**config.mk**
```make
export PLATFORM = sky130hd
export DESIGN_NAME = multicycle_ctrl
export DESIGN_NICKNAME = d
export VERILOG_FILES = /design/src/rtl/ctrl_pkg.sv /design/src/rtl/ctrl_decode.sv /design/src/rtl/multicycle_ctrl.sv
export SDC_FILE = /design/constraint.sdc
export NUM_CORES = 1
export LEC_CHECK = 0
export BUFFER_PORTS_ARGS = -buffer_cell sky130_fd_sc_hd__buf_2
export CORE_MARGIN = 10
export CORE_UTILIZATION = 40
export CTS_BUF_LIST = sky130_fd_sc_hd__clkbuf_8
export CTS_CLUSTER_SIZE = 8
export DETAILED_ROUTE_END_ITERATION = 7
export GPL_TIMING_DRIVEN = 0
export PLACE_DENSITY = 0.61
export SLEW_MARGIN = 20
export SYNTH_ARGS = -nofsm -noshare
export SYNTH_HDL_FRONTEND = slang
export SYNTH_SLANG_ARGS = --single-unit
```
**constraint.sdc**
```tcl
create_clock -name clk -period 1.5 [get_ports clk]
set_input_delay 0.3 -clock clk [delete_from_list [all_inputs] [get_ports clk]]
set_output_delay 0.3 -clock clk [all_outputs]
set_load 0.005 [all_outputs]
```
**src/rtl/ctrl_pkg.sv**
```systemverilog
// Shared types and constants for the multi-cycle controller.
package ctrl_pkg;

    typedef enum logic [2:0] {
        ST_IDLE, ST_FETCH, ST_DECODE, ST_EXEC, ST_MEM, ST_WB, ST_HALT
    } state_t;

    localparam logic [6:0] OP_R     = 7'b0110011;
    localparam logic [6:0] OP_I     = 7'b0010011;
    localparam logic [6:0] OP_LD    = 7'b0000011;
    localparam logic [6:0] OP_SD    = 7'b0100011;
    localparam logic [6:0] OP_BR    = 7'b1100011;
    localparam logic [6:0] OP_JAL   = 7'b1101111;
    localparam logic [6:0] OP_JALR  = 7'b1100111;
    localparam logic [6:0] OP_LUI   = 7'b0110111;
    localparam logic [6:0] OP_AUIPC = 7'b0010111;
    localparam logic [6:0] OP_SYS   = 7'b1110011;

    typedef enum logic [3:0] {
        CLS_NONE, CLS_R, CLS_I, CLS_LD, CLS_SD, CLS_BR, CLS_JAL,
        CLS_JALR, CLS_LUI, CLS_AUIPC, CLS_SYS, CLS_ILL
    } cls_t;

    localparam logic [1:0] ALU_ADD   = 2'b00;
    localparam logic [1:0] ALU_CMP   = 2'b01;
    localparam logic [1:0] ALU_FUNCT = 2'b10;
    localparam logic [1:0] ALU_UPPER = 2'b11;

    // EXEC-state controls; condPc means pc_write follows branch_taken
    typedef struct packed {
        logic       aluSrc;
        logic [1:0] aluOp;
        logic       branch;
        logic       jumpReg;
        logic       pcWrite;
        logic       pcSrc;
        logic       condPc;
    } exec_ctl_t;

endpackage

```
**src/rtl/ctrl_decode.sv**
```systemverilog
// Opcode classifier and per-class EXEC control table (purely combinational).
module ctrl_decode
    import ctrl_pkg::*;
(
    input  logic [6:0] opcode,
    input  cls_t       cls,
    output cls_t       opCls,
    output exec_ctl_t  execCtl
);

    // Classify the raw opcode; anything unlisted is illegal
    always_comb begin
        opCls = CLS_ILL;
        case (opcode)
            OP_R:     opCls = CLS_R;
            OP_I:     opCls = CLS_I;
            OP_LD:    opCls = CLS_LD;
            OP_SD:    opCls = CLS_SD;
            OP_BR:    opCls = CLS_BR;
            OP_JAL:   opCls = CLS_JAL;
            OP_JALR:  opCls = CLS_JALR;
            OP_LUI:   opCls = CLS_LUI;
            OP_AUIPC: opCls = CLS_AUIPC;
            OP_SYS:   opCls = CLS_SYS;
            default:  opCls = CLS_ILL;
        endcase
    end

    // EXEC controls for the latched class
    always_comb begin
        execCtl = '0;
        case (cls)
            CLS_R: begin
                execCtl.aluOp = ALU_FUNCT;
            end
            CLS_I: begin
                execCtl.aluSrc = 1'b1;
                execCtl.aluOp  = ALU_FUNCT;
            end
            CLS_LD, CLS_SD: begin
                execCtl.aluSrc = 1'b1;
                execCtl.aluOp  = ALU_ADD;
            end
            CLS_BR: begin
                execCtl.aluOp  = ALU_CMP;
                execCtl.branch = 1'b1;
                execCtl.pcSrc  = 1'b1;
                execCtl.condPc = 1'b1;
            end
            CLS_JAL: begin
                execCtl.aluOp   = ALU_UPPER;
                execCtl.branch  = 1'b1;
                execCtl.pcWrite = 1'b1;
                execCtl.pcSrc   = 1'b1;
            end
            CLS_JALR: begin
                execCtl.aluOp   = ALU_FUNCT;
                execCtl.branch  = 1'b1;
                execCtl.jumpReg = 1'b1;
                execCtl.pcWrite = 1'b1;
                execCtl.pcSrc   = 1'b1;
            end
            CLS_LUI, CLS_AUIPC: begin
                execCtl.aluSrc = 1'b1;
                execCtl.aluOp  = ALU_UPPER;
            end
            default: execCtl = '0;
        endcase
    end

endmodule

```
**src/rtl/multicycle_ctrl.sv**
```systemverilog
// Multi-cycle RV32 control FSM: sequences FETCH/DECODE/EXEC/MEM/WB,
// times out stalled memory accesses, and halts on SYSTEM/illegal/bus error.
module multicycle_ctrl
    import ctrl_pkg::*;
#(
    parameter int MEM_TIMEOUT = 16
) (
    input  logic       clk,
    input  logic       rst_n,
    input  logic [6:0] opcode,
    input  logic       branch_taken,
    input  logic       mem_ready,
    output logic       mem_req,
    output logic       mem_we,
    output logic       ir_write,
    output logic       pc_write,
    output logic       pc_src,
    output logic       alu_src,
    output logic       mem_to_reg,
    output logic       reg_write,
    output logic       branch,
    output logic       jump_reg,
    output logic [1:0] alu_op,
    output logic       illegal,
    output logic       bus_err,
    output logic       halted
);

    localparam int CNT_W = $clog2(MEM_TIMEOUT + 1);

    state_t          state;
    cls_t            cls;
    cls_t            decCls;
    exec_ctl_t       execCtl;
    logic [CNT_W-1:0] waitCnt;
    logic            illegalQ;
    logic            busErrQ;
    logic            timeout;

    ctrl_decode uDecode (
        .opcode  (opcode),
        .cls     (cls),
        .opCls   (decCls),
        .execCtl (execCtl)
    );

    // Last permitted wait cycle: ready now completes, otherwise trap
    assign timeout = (waitCnt == CNT_W'(MEM_TIMEOUT - 1));

    // State sequencing, class latch, wait counter and sticky error flags
    always_ff @(posedge clk or negedge rst_n) begin
        if (!rst_n) begin
            state    <= ST_IDLE;
            cls      <= CLS_NONE;
            waitCnt  <= '0;
            illegalQ <= 1'b0;
            busErrQ  <= 1'b0;
        end else begin
            case (state)
                ST_IDLE: begin
                    state   <= ST_FETCH;
                    waitCnt <= '0;
                end
                ST_FETCH: begin
                    if (mem_ready) begin
                        state   <= ST_DECODE;
                        waitCnt <= '0;
                    end else if (timeout) begin
                        state   <= ST_HALT;
                        busErrQ <= 1'b1;
                        waitCnt <= '0;
                    end else begin
                        waitCnt <= waitCnt + CNT_W'(1);
                    end
                end
                ST_DECODE: begin
                    cls     <= decCls;
                    waitCnt <= '0;
                    case (decCls)
                        CLS_SYS: state <= ST_HALT;
                        CLS_ILL: begin
                            state    <= ST_HALT;
                            illegalQ <= 1'b1;
                        end
                        default: state <= ST_EXEC;
                    endcase
                end
                ST_EXEC: begin
                    waitCnt <= '0;
                    case (cls)
                        CLS_LD, CLS_SD: state <= ST_MEM;
                        CLS_BR:         state <= ST_FETCH;
                        default:        state <= ST_WB;
                    endcase
                end
                ST_MEM: begin
                    if (mem_ready) begin
                        state   <= (cls == CLS_LD) ? ST_WB : ST_FETCH;
                        waitCnt <= '0;
                    end else if (timeout) begin
                        state   <= ST_HALT;
                        busErrQ <= 1'b1;
                        waitCnt <= '0;
                    end else begin
                        waitCnt <= waitCnt + CNT_W'(1);
                    end
                end
                ST_WB: begin
                    state   <= ST_FETCH;
                    waitCnt <= '0;
                end
                ST_HALT: state <= ST_HALT;
                default: begin
                    state   <= ST_IDLE;
                    waitCnt <= '0;
                end
            endcase
        end
    end

    // Moore decode of state/class; FETCH and MEM strobes also see mem_ready
    always_comb begin
        mem_req    = 1'b0;
        mem_we     = 1'b0;
        ir_write   = 1'b0;
        pc_write   = 1'b0;
        pc_src     = 1'b0;
        alu_src    = 1'b0;
        mem_to_reg = 1'b0;
        reg_write  = 1'b0;
        branch     = 1'b0;
        jump_reg   = 1'b0;
        alu_op     = ALU_ADD;
        illegal    = illegalQ;
        bus_err    = busErrQ;
        halted     = (state == ST_HALT);
        case (state)
            ST_FETCH: begin
                mem_req  = 1'b1;
                ir_write = mem_ready;
                pc_write = mem_ready;
            end
            ST_EXEC: begin
                alu_src  = execCtl.aluSrc;
                alu_op   = execCtl.aluOp;
                branch   = execCtl.branch;
                jump_reg = execCtl.jumpReg;
                pc_src   = execCtl.pcSrc;
                pc_write = execCtl.pcWrite | (execCtl.condPc & branch_taken);
            end
            ST_MEM: begin
                mem_req = 1'b1;
                mem_we  = (cls == CLS_SD);
            end
            ST_WB: begin
                reg_write  = 1'b1;
                mem_to_reg = (cls == CLS_LD);
            end
            default: ;
        endcase
    end

endmodule

```
==> impl_results.md <==
* Status: finished with violations
* Failing checks: setup timing
* Reg2reg path depth at 5
* Area growth, synth to finish at 64.7%
* Via density at 5.59
* Clk pwr share at 0.140
* Clock root cell: clkbuf_8
* NetSw at slightly above 1 mW
* Crit path time final at approximately 1.9 ns
* Hold depth at 3
* Dpl ws at -0.283 ns
* Yosys Warn Count at 0
* Seq pwr share at 0.225
* Ant diodes at 0
* RSZ-0062 raised after global routing: yes
* H-tree depth at 1
* Cell Rows at 18
* Pin count of the biggest net entering global routing at 15
* Crit path buf inv count at 2
* Antenna-violating nets left at 0
* Arrival @ worst endpoint at ~1.6 ns
* Drt drc at 0
* Met2 routed WL at between 1.5 and 2 mm
* WP depth at 4
* CP top delay family: simple AND/OR/NAND/NOR gates
* Initial drt markers at 72
* Post-synthesis sequential area ratio at 0.333
* IO Pins at 26
* TritonCTS clock tree: built
* GPL Wtd Cong at around 0.86
* Cell chain of the critical path: buf_6 -> or3_4 -> a221oi_2 -> buf_2
* Core area at between 2000 and 2500 µm²
* Syn_area_per_cell at between 7 and 8 µm²
* CP max stage cell: or3_4
* Critical Path End Type: output port
* Post-Syn Instances at 132
* Clk_skew at ~0.00086 ns
* Inserted Clock Buffers at 3
* Slew Viols, Final at 0
* Antenna violations before repair at 0
* Startpoint types: register
* Power Internal at about 1.6 mW
* Req. time, crit path at 1.20 ns
* Die height at 71.3 µm
* Routed wl met3 at around 220 µm
* Share of layout cells above drive strength 1 at 0.534
* Slew HR at 0.696
* Mapped Nets at between 100 and 150
* Final setup fails at 18
* Clock tree sinks at 14
* Final worst slack at -0.409 ns
* Leakage at between 0.8 and 0.9 nW
* Post-synth EDFFs at 0
* Crit path max fanout at 7
* Hold crit path type: input pin to register
* WL final at roughly 3.5 mm
* Final #Nets at 204
* Starting Density at 0.421
* DR top layer: met4
* Port buffer count at 24
* Worst skew pair latency at roughly 0.24 ns
* Worst Tran Pin Value at between 0.4 and 0.5 ns
* Maximum VDD drop at 0.00102 V
* CTS max path bufs at 2
* Vias in the first global route at 1204
* Achievable Freq at about 0.52 GHz
* Drt first pass iters at 4
* Period utilisation layout at 1.27
* Final Hold Viols at 0
* Netlist Area Pre-Place at between 1000 and 1500 µm²
* Met1 wire length at around 1.5 mm
* Width of the die at between 70 and 80 µm
* Mean routed wirelength per cell at around 16 µm
* Power density cells at between 1500 and 2000 nW/µm²
* Net Sw Frac at 0.391
* Global-route wire length before repair at a little over 5 mm
* DIE AREA at around 5000 µm²
* Worst hold slack at approximately 0.42 ns
* DR vias at 1235
* Dpl cells at between 150 and 200
* Synth cell types at 46
* Ys async rst share at 1.00
* Prevailing post-synth register cell: dfrtp_1
* DPL Wire Length at 2.16 mm
* Synth Register Bits at 14
* Gate power share at 0.635
* Fin cells at between 200 and 250
* Slowest stage delay, CP at roughly 0.4 ns
* Max Cap Violations at 0
* Total Routing Usage GR at 0.118
* Worst-path clk slew at 0.06 ns
* Grt total ovfl at 0
* CP Class: register to output port
worst min-delay path, stage by stage:
cell,delay [ns]
buf_2,0.08
nand2b_1,0.15
o41ai_2,0.10
worst paths after layout:
check | startpoint | endpoint | slack, ns
setup / recovery | cls[0] | alu_op[0] | -0.41
hold / removal | opcode[4] | cls[2] | 0.42
setup reg to reg | state[2] | cls[3] | -0.17
min in group asynchronous | rst_n | state[1] | 0.49
hold reg to reg | bus_err | bus_err | 0.45
max in group asynchronous | rst_n | state[0] | 0.75
cell usage after synthesis, types with 2 or more instances:
cell | number | area (µm²)
mux2i_1 | 2 | 20.0
nand2_1 | 10 | 37.5
a31oi_1 | 2 | 12.5
nor3_1 | 4 | 20.0
a22o_1 | 2 | 17.5
nand3_1 | 7 | 35.0
o22ai_1 | 2 | 12.5
a21o_1 | 2 | 15.0
clkbuf_1 | 2 | 7.51
dfrtp_1 | 14 | 350
nor2_1 | 15 | 56.3
o21ai_1 | 3 | 15.0
or3_1 | 3 | 18.8
inv_1 | 6 | 22.5
a21oi_1 | 12 | 60.1
nor2b_1 | 3 | 18.8
nand2b_1 | 3 | 18.8
o21ai_0 | 2 | 10.0
buf_2 | 5 | 25.0
nor3b_1 | 3 | 22.5
buf_4 | 2 | 15.0
o21bai_1 | 2 | 15.0
o211ai_1 | 2 | 15.0
nand4b_1 | 2 | 17.5
sequential cells by signal, indices dropped and copies added, names as in the netlist:
signal	flops
illegal	1
waitCnt	5
state	3
bus_err	1
cls	4
cell usage in the layout (no fill, tap or decap), types with 4 or more instances in the layout:
cell type	n
clkbuf_8	4
inv_1	4
dfrtp_1	11
nand2_1	9
nand3_1	7
a21oi_1	9
buf_6	13
buf_4	23
nor2_1	10
buf_2	26
cell families after synthesis:
kind of cell / count (synthesis) / share of synthesized area
fa+ha+maj: 1 / 0.0119
xor+xnor: 2 / 0.0166
buf+inv: 15 / 0.0665
simple gates: 59 / 0.299
flops: 14 / 0.333
compound gates: 38 / 0.243
mux: 3 / 0.0297
power groups by stage:
stage,registers (mW),logic [mW],clock network [mW]
detailed placement,0.571,0.809,0
finish,0.589,1.66,0.367
global route,0.598,1.79,0.392
CTS,0.558,1.24,0.380
global placement,0.566,0.792,0
floorplan,0.550,0.588,0
through the flow:
stage	util	power [mW]	setup TNS, ns	cell area, µm²
after global placement	0.490	1.36	-1.57	1230
final	0.694	2.62	-3.54	1740
after global routing	0.694	2.78	-4.89	1740
after floorplan	-	1.14	-0.172	1070
after detailed placement	0.490	1.38	-1.88	1230
after CTS	0.603	2.18	-3.03	1510
area by class of cell:
| type | instances | area, µm² |
|---|---|---|
| Multi-Input combinational cell | 103 | 795 |
| Timing Repair Buffer | 56 | 399 |
| Tap cell | 30 | 37.5 |
| Sequential cell | 14 | 354 |
| Buffer | 8 | 67.6 |
| Clock buffer | 4 | 55.1 |
| Fill cell | 194 | 764 |
| Inverter | 6 | 27.5 |
per-layer routing:
metal | up-vias | GRT usage
met5 | - | 0
met4 | 0 | 0.0581
met3 | 4 | 0.0372
met2 | 40 | 0.194
met1 | 592 | 0.135
li1 | 599 | -
timing repair:
action                     in CTS  in global routing
hold buffers                    1                  0
hold endpoints to repair       14                  0
buffers inserted               13                 19
setup endpoints to repair      17                 22
resized for setup              31                 28
cloned                          0                  0
pin swaps                       7                 21
No activity file was read; power rests on OpenSTA's default activity.
